<file path="src/rtl/alu_pkg.sv">
// Shared encodings for the EX-stage ALU controller and its mul/div engine.
// Pure declarations: no latency, no flow control.
package alu_pkg;

  localparam logic [3:0] ALU_ADD  = 4'd0;
  localparam logic [3:0] ALU_SUB  = 4'd1;
  localparam logic [3:0] ALU_AND  = 4'd2;
  localparam logic [3:0] ALU_OR   = 4'd3;
  localparam logic [3:0] ALU_SLT  = 4'd4;
  localparam logic [3:0] ALU_SLTU = 4'd5;
  localparam logic [3:0] ALU_SLL  = 4'd6;
  localparam logic [3:0] ALU_LUI  = 4'd7;
  localparam logic [3:0] ALU_ORI  = 4'd8;
  localparam logic [3:0] ALU_BEQ  = 4'd9;
  localparam logic [3:0] ALU_BNE  = 4'd10;
  localparam logic [3:0] ALU_NOP  = 4'd15;

  localparam logic [2:0] OP_ADD   = 3'b000;
  localparam logic [2:0] OP_BEQ   = 3'b001;
  localparam logic [2:0] OP_RTYPE = 3'b010;
  localparam logic [2:0] OP_BNE   = 3'b011;
  localparam logic [2:0] OP_ORI   = 3'b100;
  localparam logic [2:0] OP_LUI   = 3'b101;
  localparam logic [2:0] OP_SLTI  = 3'b110;
  localparam logic [2:0] OP_SLTIU = 3'b111;

  localparam logic [5:0] F_SLL   = 6'h00;
  localparam logic [5:0] F_MFHI  = 6'h10;
  localparam logic [5:0] F_MFLO  = 6'h12;
  localparam logic [5:0] F_MULT  = 6'h18;
  localparam logic [5:0] F_MULTU = 6'h19;
  localparam logic [5:0] F_DIV   = 6'h1a;
  localparam logic [5:0] F_DIVU  = 6'h1b;
  localparam logic [5:0] F_ADD   = 6'h20;
  localparam logic [5:0] F_SUB   = 6'h22;
  localparam logic [5:0] F_AND   = 6'h24;
  localparam logic [5:0] F_OR    = 6'h25;
  localparam logic [5:0] F_SLT   = 6'h2a;
  localparam logic [5:0] F_SLTU  = 6'h2b;

  typedef enum logic [1:0] {ST_IDLE, ST_MUL, ST_DIV, ST_DONE} md_state_e;

endpackage

</file>
<file path="src/rtl/muldiv_iter.sv">
// Unsigned iterative datapath: shift-add multiply or restoring divide, one bit per step.
// DATA_W steps after start; no backpressure, the controller drives step every busy cycle.
module muldiv_iter #(
  parameter int DATA_W = 32
) (
  input  logic              clk,
  input  logic              rst,
  input  logic              start,
  input  logic              step,
  input  logic              is_div,
  input  logic [DATA_W-1:0] op_a,
  input  logic [DATA_W-1:0] op_b,
  output logic              last,
  output logic [DATA_W-1:0] acc_nxt,
  output logic [DATA_W-1:0] q_nxt
);

  localparam int CNT_W = $clog2(DATA_W);

  logic [DATA_W-1:0] acc, q, d;
  logic [CNT_W-1:0]  cnt;
  logic [DATA_W:0]   sum, trial;

  // Multiply: {acc,q} shifts right, q starts as the multiplier.
  // Divide: {acc,q} shifts left, q collects quotient bits, acc holds the remainder.
  always_comb begin
    sum     = {1'b0, acc} + {1'b0, d};
    trial   = {acc, q[DATA_W-1]} - {1'b0, d};
    acc_nxt = acc;
    q_nxt   = q;
    if (is_div) begin
      if (!trial[DATA_W]) begin
        acc_nxt = trial[DATA_W-1:0];
        q_nxt   = {q[DATA_W-2:0], 1'b1};
      end else begin
        acc_nxt = {acc[DATA_W-2:0], q[DATA_W-1]};
        q_nxt   = {q[DATA_W-2:0], 1'b0};
      end
    end else if (q[0]) begin
      acc_nxt = sum[DATA_W:1];
      q_nxt   = {sum[0], q[DATA_W-1:1]};
    end else begin
      acc_nxt = {1'b0, acc[DATA_W-1:1]};
      q_nxt   = {acc[0], q[DATA_W-1:1]};
    end
  end

  always_ff @(posedge clk) begin
    if (rst) begin
      acc <= '0;
      q   <= '0;
      d   <= '0;
      cnt <= '0;
    end else if (start) begin
      acc <= '0;
      q   <= op_a;
      d   <= op_b;
      cnt <= '0;
    end else if (step) begin
      acc <= acc_nxt;
      q   <= q_nxt;
      cnt <= cnt + 1'b1;
    end
  end

  assign last = (cnt == CNT_W'(DATA_W - 1));

endmodule

</file>
<file path="src/rtl/alu_ctrl_muldiv.sv">
// EX-stage ALU control decode plus iterative mul/div engine owning HI/LO.
// Decode is combinational; mul/div holds stall_o for DATA_W+1 cycles from issue.
module alu_ctrl_muldiv
  import alu_pkg::*;
#(
  parameter int DATA_W    = 32,
  parameter bit MULDIV_EN = 1'b1
) (
  input  logic              clk_i,
  input  logic              rst_i,
  input  logic              valid_i,
  input  logic [2:0]        ALUOp_i,
  input  logic [5:0]        funct_i,
  input  logic [DATA_W-1:0] src1_i,
  input  logic [DATA_W-1:0] src2_i,
  output logic [3:0]        ALUCtrl_o,
  output logic              illegal_o,
  output logic              stall_o,
  output logic [DATA_W-1:0] mf_data_o,
  output logic [DATA_W-1:0] hi_o,
  output logic [DATA_W-1:0] lo_o
);

  md_state_e         state, state_nxt;
  logic              rtype_known, md_op, issue, start, wr, last;
  logic              div_code, sgn, neg1, neg2;
  logic              neg_a, neg_b, div0;
  logic [DATA_W-1:0] raw1, abs1, abs2, hi, lo, hi_nxt, lo_nxt, acc_nxt, q_nxt;
  logic [2*DATA_W-1:0] prod, prod_s;

  always_comb begin
    ALUCtrl_o   = ALU_NOP;
    rtype_known = 1'b1;
    md_op       = 1'b0;
    case (ALUOp_i)
      OP_ADD:   ALUCtrl_o = ALU_ADD;
      OP_BEQ:   ALUCtrl_o = ALU_BEQ;
      OP_BNE:   ALUCtrl_o = ALU_BNE;
      OP_ORI:   ALUCtrl_o = ALU_ORI;
      OP_LUI:   ALUCtrl_o = ALU_LUI;
      OP_SLTI:  ALUCtrl_o = ALU_SLT;
      OP_SLTIU: ALUCtrl_o = ALU_SLTU;
      OP_RTYPE: begin
        case (funct_i)
          F_ADD:  ALUCtrl_o = ALU_ADD;
          F_SUB:  ALUCtrl_o = ALU_SUB;
          F_AND:  ALUCtrl_o = ALU_AND;
          F_OR:   ALUCtrl_o = ALU_OR;
          F_SLT:  ALUCtrl_o = ALU_SLT;
          F_SLTU: ALUCtrl_o = ALU_SLTU;
          F_SLL:  ALUCtrl_o = ALU_SLL;
          F_MULT, F_MULTU, F_DIV, F_DIVU: begin
            md_op       = MULDIV_EN;
            rtype_known = MULDIV_EN;
          end
          F_MFHI, F_MFLO: rtype_known = MULDIV_EN;
          default:        rtype_known = 1'b0;
        endcase
      end
    endcase
  end

  assign illegal_o = valid_i && !rtype_known;
  assign issue     = valid_i && md_op;
  assign mf_data_o = (funct_i == F_MFHI) ? hi : lo;
  assign hi_o      = hi;
  assign lo_o      = lo;

  // Unsigned ops feed raw operands; signed ops feed magnitudes and fix the sign on writeback.
  assign div_code = (funct_i == F_DIV) || (funct_i == F_DIVU);
  assign sgn      = (funct_i == F_MULT) || (funct_i == F_DIV);
  assign neg1     = sgn && src1_i[DATA_W-1];
  assign neg2     = sgn && src2_i[DATA_W-1];
  assign abs1     = neg1 ? -src1_i : src1_i;
  assign abs2     = neg2 ? -src2_i : src2_i;

  always_comb begin
    state_nxt = state;
    stall_o   = 1'b0;
    start     = 1'b0;
    wr        = 1'b0;
    case (state)
      ST_IDLE: begin
        if (issue) begin
          stall_o   = 1'b1;
          start     = 1'b1;
          state_nxt = div_code ? ST_DIV : ST_MUL;
        end
      end
      ST_MUL, ST_DIV: begin
        stall_o = 1'b1;
        if (last) begin
          wr        = 1'b1;
          state_nxt = ST_DONE;
        end
      end
      ST_DONE: state_nxt = ST_IDLE;
    endcase
  end

  always_comb begin
    prod   = {acc_nxt, q_nxt};
    prod_s = (neg_a ^ neg_b) ? -prod : prod;
    hi_nxt = prod_s[2*DATA_W-1:DATA_W];
    lo_nxt = prod_s[DATA_W-1:0];
    if (state == ST_DIV) begin
      if (div0) begin
        lo_nxt = '1;
        hi_nxt = raw1;
      end else begin
        lo_nxt = (neg_a ^ neg_b) ? -q_nxt : q_nxt;
        hi_nxt = neg_a ? -acc_nxt : acc_nxt;
      end
    end
  end

  always_ff @(posedge clk_i) begin
    if (rst_i) begin
      state <= ST_IDLE;
      hi    <= '0;
      lo    <= '0;
      neg_a <= 1'b0;
      neg_b <= 1'b0;
      div0  <= 1'b0;
      raw1  <= '0;
    end else begin
      state <= state_nxt;
      if (start) begin
        neg_a <= neg1;
        neg_b <= neg2;
        div0  <= div_code && (src2_i == '0);
        raw1  <= src1_i;
      end
      if (wr) begin
        hi <= hi_nxt;
        lo <= lo_nxt;
      end
    end
  end

  muldiv_iter #(.DATA_W(DATA_W)) u_iter (
    .clk     (clk_i),
    .rst     (rst_i),
    .start   (start),
    .step    ((state == ST_MUL) || (state == ST_DIV)),
    .is_div  (state == ST_DIV),
    .op_a    (abs1),
    .op_b    (abs2),
    .last    (last),
    .acc_nxt (acc_nxt),
    .q_nxt   (q_nxt)
  );

endmodule
</file>
<file path="config.mk">
export PLATFORM = sky130hd
export DESIGN_NAME = alu_ctrl_muldiv
export DESIGN_NICKNAME = d
export VERILOG_FILES = /design/src/rtl/alu_pkg.sv /design/src/rtl/muldiv_iter.sv /design/src/rtl/alu_ctrl_muldiv.sv
export SDC_FILE = /design/constraint.sdc
export NUM_CORES = 1
export LEC_CHECK = 0
export ABC_AREA = 1
export CAP_MARGIN = 20
export CORE_MARGIN = 2
export CORE_UTILIZATION = 40
export DETAILED_ROUTE_END_ITERATION = 16
export SLEW_MARGIN = 0
export SYNTH_ARGS = -nofsm -noshare
export SYNTH_HDL_FRONTEND = slang
export SYNTH_SLANG_ARGS = --single-unit
export TNS_END_PERCENT = 1
</file>
<file path="constraint.sdc">
create_clock -name clk_i -period 8.4 [get_ports clk_i]
set_clock_uncertainty 0.1 [all_clocks]
set_input_delay 1.68 -clock clk_i [delete_from_list [all_inputs] [get_ports clk_i]]
set_output_delay 1.68 -clock clk_i [all_outputs]
set_load 0.02 [all_outputs]
</file>
==> summary.md, run 1 <==
| Metric | Value |
|---|---|
| RSZ-0062 raised after global routing | no |
| Slew Limit Fails | 0 |
| Crit path DAT | 4.58 ns |
| R2R setup slack | 2.91 ns |
| Fin crit share | 75.68% |
| Ys flop type | dfxtp_1 |
| Async set or reset register ratio after synthesis | 0% |
| ANT nets after route | 0 |
| Dpl ws | 2.146 ns |
| Hold path startpoint | raw1[22]$_SDFFE_PP0P_ |
| CTS root buffer | clkbuf_16 |
| Library cells used by synthesis | 63 |
| CP max stage delay | 0.65 ns |
| WHS | 0.3775 ns |
| DP Wirelength | 67.85 mm |
| Outcome | complete, no violations |
| Seq/Total Area, Yosys | 20.91% |
| Top-area cell type share of the netlist area | 20.91% |
| DRT Wirelength | 85.87 mm |
| Clk sink count | 202 |
| Placer congestion estimate | 1.014 |
| Drt first pass iters | 6 |
| Area leader, netlist | dfxtp_1 |
| Drt drc | 0 |
| Die height | 223.9 µm |
| Layout net count | 3,636 |
| Post-cts gate resize count | 0 |
| VDD IR max | 0.1963 mV |
| Slowest-stage cell, CP | clkdlybuf4s50_1 |
| Worst setup path category | input pin to output port |
| Worst Hold End | raw1[22]$_SDFFE_PP0P_ |
| Final worst setup slack | 2.043 ns |
| Delay-heaviest family, CP | buffers and inverters |
| Mapped Area | 19,340 µm² |
| Cell Pwr Density | 304.2 nW/µm² |
| Synth Instances | 3,383 |
| CORE AREA | 47,750 µm² |
| Worst slew pin tran | 0.9885 ns |
| Fmax | 0.1573 GHz |
| RR Startpoint | u_iter.d[27]$_SDFFE_PP0P_ |
| Area Growth Syn to Fin | 16.07% |
| Most frequent cells after synthesis | nand2_1, inv_1, nor2_1 |
| Vias in the first global route | 20,830 |
| Hold Crit Class | register to register |
| CP Buf/Inv Count | 4 |
| Worst path required time | 6.62 ns |
| Startpoint Class | input pin |
| Clock Pin Slew Worst Setup and Hold Paths | 0.06 ns |
| Endpoints failing hold | 0 |
| Final setup violation count | 0 |
| Grt ovf | 0 |
| CTS Buf Count | 27 |
| R2R cell count | 29 |
| DR vias | 23,220 |
| IO Pins | 178 |
| Ant diodes | 0 |
| GRT Total Usage | 33.48% |
| Clock Path Buffers | 3 |
| First-pass GRT wire length | 129.1 mm |
| Count leader, synth | nand2_1 |
| CP max FO | 40 |
| Buffers added on ports | 177 |
| Cts hold-fix bufs | 0 |
| Final setup TNS | 0 ns |
| Die W | 223.9 µm |
| CP Capture Type | output port |
| TritonCTS clock tree | done |
| Multi-input logic area | 12,540 µm² |
| Leak pwr | 11.04 nW |
| Ratio of cells with drive above 1 in the final layout | 5.820% |
| Setup bufs post-CTS | 0 |
| Dpl cells | 4,070 |
| Largest net degree at the start of global routing | 86 |
| Vias per inst | 5.637 |
| Max Cap Violations | 0 |
| Top cells by area, synth | dfxtp_1, nand2_1, inv_1 |
| Synth Register Bits | 202 |
| Yosys warning total | 0 |
| Critical path cell sequence | clkdlybuf4s50_1 -> nor2_1 -> nand3_1 -> nor2_2 -> buf_4 -> inv_1 -> o21ai_0 -> clkdlybuf4s50_1 |
| Initial antenna violation count | 3 |
| Mean Syn Cell Area | 5.717 µm² |
| Crit-path most repeated cell | clkdlybuf4s50_1 |
| Post-Route Utilization | 47.02% |
| Post-synth EDFFs | 0 |
| DRT iter0 DRCs | 2,876 |
| Min Tclk post-route | 6.357 ns |
| Routed len/inst | 20.84 µm |
| Rows | 80 |
| Fillers | 5,140 |
| Initial core utilization | 40.51% |
| H-tree depth | 1 |
| Hold Path Cell Cnt | 2 |
| Reg-to-Reg End | hi_o[30]$_SDFFE_PP0P_ |
| FF/Latch Area | 4044 µm² |
| Syn nets | 3,534 |
| Post-route insts no fill | 4,120 |
| Later-pin clock latency in the skew report | 0.58 ns |
| Die footprint | 50,130 µm² |
| Slew margin rel. | 33.40% |
## tightest hold or removal path: cells and delay by family (launching register included)
family	cells	cell delay, ns
flops	1	0.30
compound gates	1	0.07
buf+inv	1	0.06
## layout by cell type, fill, tap and decap left out, drive strengths merged, types with 13 or more instances in the layout
cell	count
nand4	23
a21oi	243
nand2	936
buf	25
or2	17
inv	581
dfxtp	202
o21ai	268
a31oi	20
o221ai	27
ha	73
o32ai	13
nor2	327
clkdlybuf4s50	176
o211ai	32
o22ai	38
nand3	255
nor3	47
clkbuf	36
xor2	34
## metrics by stage
step / area [µm²] / power, mW
after global routing: 22450 / 7.314
after detailed placement: 21490 / 5.444
after global placement: 21490 / 5.432
after floorplan: 19340 / 4.182
final: 22450 / 6.829
after CTS: 22420 / 6.700
## flip-flops by register name, indices dropped and copies added (netlist names)
| name | count |
|---|---|
| u_iter.d | 32 |
| u_iter.acc | 32 |
| hi_o | 32 |
| neg_b | 1 |
| u_iter.cnt | 5 |
| neg_a | 1 |
| raw1 | 32 |
| lo_o | 32 |
| state | 2 |
| u_iter.q | 32 |
| div0 | 1 |
## routing by layer
layer | track usage (%) | routed length, µm
met1 | 49.23 | 39000
met2 | 49.61 | 35720
met3 | 7.319 | 9156
met4 | 7.226 | 1979
met5 | 0 | 13
## area by class of cell
cell class | count | area share, %
multi-input cells | 2468 | 55.88
clock buffers | 36 | 3.338
repair buffers | 201 | 8.761
flip-flops and latches | 202 | 18.01
inverters | 585 | 9.787
clock inverters | 13 | 0.7970
well taps | 615 | 3.428
## how the worst max path moves through the flow
stage | start | to | slack [ns] | depth (start not counted)
final | funct_i[1] | mf_data_o[11] | 2.04 | 8
after global routing | funct_i[1] | mf_data_o[31] | 1.86 | 8
after CTS | funct_i[1] | mf_data_o[11] | 2.15 | 8
after detailed placement | funct_i[1] | mf_data_o[11] | 2.15 | 8
after global placement | funct_i[0] | mf_data_o[1] | 2.26 | 8
after floorplan | funct_i[1] | mf_data_o[15] | 3.63 | 6
## cells by family after synthesis
kind of cell | Yosys count | share of synthesized area [%]
adder cells (fa/ha/maj) | 75 | 4.929
buffers and inverters | 713 | 14.33
flip-flops | 202 | 20.91
AO/OA/AOI/OAI | 696 | 20.58
multiplexers | 2 | 0.1035
XOR/XNOR | 46 | 2.083
AND/OR/NAND/NOR | 1649 | 37.07
## power by group
group	internal [mW]	switching, mW	total [mW]
clock network	0.747	0.494	1.24
logic	1.24	3.18	4.42
registers	1.04	0.125	1.17
total	3.03	3.80	6.83
No activity file was read; power rests on OpenSTA's default activity.
==> inputs of run 2 (changes only) <==
==> constraint.sdc (replaced) <==
create_clock -name clk_i -period 5.3 [get_ports clk_i]
set_clock_uncertainty 0.1 [all_clocks]
set_input_delay 1.06 -clock clk_i [delete_from_list [all_inputs] [get_ports clk_i]]
set_output_delay 1.06 -clock clk_i [all_outputs]
set_load 0.02 [all_outputs]
==> run 2 against run 1 <==
Against the previous run: global-route usage grew 3.4 points; utilization up 0.53 points; sequential share of layout area shrank 0.20 points; die area stayed put; via count grew 2.3%; non-clock buffer count is 39 higher; sequential power increased by 54%; register-to-register slack lost 2.5 ns; worst setup slack worse by 1.6 ns; sequential cell count unchanged; critical path type is now register to register.
==> summary.md, run 2 (synthesis results as in run 1) <==
| Metric | Value |
|---|---|
| Outcome | complete, no violations (unchanged) |
| Max Cap Violations | 0 (unchanged) |
| GRT Total Usage | 36.89% (was 33.48%) |
| Area Growth Syn to Fin | 17.37% (was 16.07%) |
| H-tree depth | 1 (unchanged) |
| CP startpoint | u_iter.d[23]$_SDFFE_PP0P_ (was funct_i[1]) |
| Fmax | 0.2043 GHz |
| Endpoints failing hold | 0 (unchanged) |
| Fillers | 5,162 (was 5,140) |
| Final setup violation count | 0 (unchanged) |
| DP Wirelength | 76.23 mm (was 67.85 mm) |
| Clock Pin Slew Worst Setup and Hold Paths | 0.06 ns (about the same) |
| R2R setup slack | 0.41 ns (was 2.91 ns) |
| Area after DPL | 21,810 µm² (was 21,490 µm²) |
| Drt drc | 0 (unchanged) |
| Cts hold-fix bufs | 0 (unchanged) |
| Die footprint | 50,130 µm² (unchanged) |
| CP max stage delay | 0.50 ns (was 0.65 ns) |
| Later-pin clock latency in the skew report | 0.59 ns (was 0.58 ns) |
| CP Capture Type | register (was output port) |
| Die height | 223.9 µm (unchanged) |
| DR vias | 23,760 (was 23,220) |
| Worst setup path category | register to register (was input pin to output port) |
| Leak pwr | 11.20 nW (was 11.04 nW) |
| Hold Path Cell Cnt | 2 (unchanged) |
| Crit-path most repeated cell | nor2_2 (was clkdlybuf4s50_1) |
| Routed len/inst | 22.85 µm (was 20.84 µm) |
| Finished Cell Area | 22,700 µm² (was 22,450 µm²) |
| Grt ovf | 0 (unchanged) |
| Rows | 80 (unchanged) |
| Fin crit share | 92.36% |
| DRT iter0 DRCs | 3,164 (was 2,876) |
| Initial core utilization | 40.51% (unchanged) |
| Min Tclk post-route | 4.895 ns |
| VDD IR max | 0.3149 mV (was 0.1963 mV) |
| Post-cts gate resize count | 0 (unchanged) |
| Vias in the first global route | 21,540 (was 20,830) |
| TritonCTS clock tree | done (unchanged) |
| Layout net count | 3,676 (was 3,636) |
| CTS Buf Count | 28 (was 27) |
| Most common cell after layout, fill and taps aside | nand2_1 (unchanged) |
| Die W | 223.9 µm (unchanged) |
| Final setup TNS | 0 ns (unchanged) |
| Slew Limit Fails | 0 (unchanged) |
| Slew margin rel. | 25.46% (was 33.40%) |
| Initial antenna violation count | 1 (was 3) |
| Largest net degree at the start of global routing | 82 (was 86) |
| First-pass GRT wire length | 138.8 mm (was 129.1 mm) |
| Crit path DAT | 5.26 ns (was 4.58 ns) |
| Commonest cells after routing, fill and taps aside | nand2_1, inv_1, nor2_1, nand3_1, a21oi_1 (unchanged) |
| DRT Wirelength | 95.10 mm (was 85.87 mm) |
| Clk sink count | 202 (unchanged) |
| CORE AREA | 47,750 µm² (unchanged) |
| Startpoint Class | register (was input pin) |
| Hold Crit Class | register to register (unchanged) |
| CP Capture Point | hi_o[24]$_SDFFE_PP0P_ (was mf_data_o[11]) |
| Vias per inst | 5.709 (was 5.637) |
| ANT nets after route | 0 (unchanged) |
| Setup bufs post-CTS | 0 (unchanged) |
| CTS root buffer | clkbuf_16 (unchanged) |
| RSZ-0062 raised after global routing | no (unchanged) |
| Worst slew pin tran | 1.114 ns (was 0.9885 ns) |
| Cell Pwr Density | 496.5 nW/µm² (was 304.2 nW/µm²) |
| IO Pins | 178 (unchanged) |
| RR Startpoint | u_iter.d[23]$_SDFFE_PP0P_ (was u_iter.d[27]$_SDFFE_PP0P_) |
| Clock Path Buffers | 3 (unchanged) |
| Reg-to-Reg End | hi_o[24]$_SDFFE_PP0P_ (was hi_o[30]$_SDFFE_PP0P_) |
| Drt first pass iters | 6 (unchanged) |
| Ratio of cells with drive above 1 in the final layout | 6.889% (was 5.820%) |
| Worst path required time | 5.66 ns (was 6.62 ns) |
| Slowest-stage cell, CP | dfxtp_1 (was clkdlybuf4s50_1) |
| CP max FO | 11 (was 40) |
| Placer congestion estimate | 1.027 (was 1.014) |
| R2R cell count | 32 (was 29) |
| Buffers added on ports | 177 (unchanged) |
run 2: cell count changes in the layout (fill, tap and decap cells not counted), sizes merged:
cell / previous run / this run
buf: 25 / 64
bufinv: 4 / 1
clkbuf: 36 / 34
clkinv: 12 / 15
clkinvlp: 1 / 3
diode: 0 / 5
inv: 581 / 579
run 2: per-stage QoR:
stage / total power [mW] / hold slack, ns / util, % / setup WS, ns / cells
finish: 11.27 / 0.3696 / 47.55 / 0.4050 / 4162
floorplan: 6.629 / 0.3290 / - / 1.201 / 3383
detailed placement: 9.109 / 0.3549 / 45.67 / 0.6041 / 4110
global route: 11.95 / 0.3893 / 47.52 / 0.007861 / 4157
global placement: 9.130 / 0.3422 / 45.67 / 0.6624 / 4110
CTS: 11.01 / 0.3638 / 47.52 / 0.5513 / 4157
run 2: routing by layer:
layer	vias to the layer above	wire length, µm	share of wire (%)	global-route usage (%)
li1	11240	-	-	-
met1	11200	43500	46	54.72
met2	1216	37890	40	52.16
met3	102	11830	12	11.21
met4	0	1886	2.0	6.882
met5	-	0	0	0
run 2: worst min-delay path by stage:
| stage | start | slack (ns) | to |
|---|---|---|---|
| final | raw1[29]$_SDFFE_PP0P_ | 0.37 | raw1[29]$_SDFFE_PP0P_ |
| after global routing | raw1[0]$_SDFFE_PP0P_ | 0.39 | raw1[0]$_SDFFE_PP0P_ |
| after CTS | raw1[10]$_SDFFE_PP0P_ | 0.36 | raw1[10]$_SDFFE_PP0P_ |
| after detailed placement | raw1[10]$_SDFFE_PP0P_ | 0.35 | raw1[10]$_SDFFE_PP0P_ |
| after global placement | raw1[23]$_SDFFE_PP0P_ | 0.34 | raw1[23]$_SDFFE_PP0P_ |
| after floorplan | raw1[2]$_SDFFE_PP0P_ | 0.33 | raw1[2]$_SDFFE_PP0P_ |
run 2: final cells by class:
type / instances / area, µm² / area share, %
multi-input cells: 2468 / 12540 / 55.25
flip-flops and latches: 202 / 4044 / 17.81
repair buffers: 240 / 2252 / 9.920
inverters: 585 / 2197 / 9.678
well taps: 615 / 769.5 / 3.389
clock buffers: 34 / 763.2 / 3.362
clock inverters: 13 / 120.1 / 0.5291
diodes: 5 / 12.51 / 0.05511
run 2: power breakdown:
part	switching, mW	total, mW	internal (mW)
sequential	0.150	1.80	1.65
clock	0.805	1.87	1.07
combinational	5.55	7.60	2.05
total	6.50	11.3	4.77
run 2: critical path: cells and delay by family (launching register included):
family                   cells  cell delay, ns
flip-flops                   1            0.50
AO/OA/AOI/OAI                1            0.14
buffers and inverters        2            0.17
AND/OR/NAND/NOR             27            3.30
adder cells (fa/ha/maj)      2            0.55
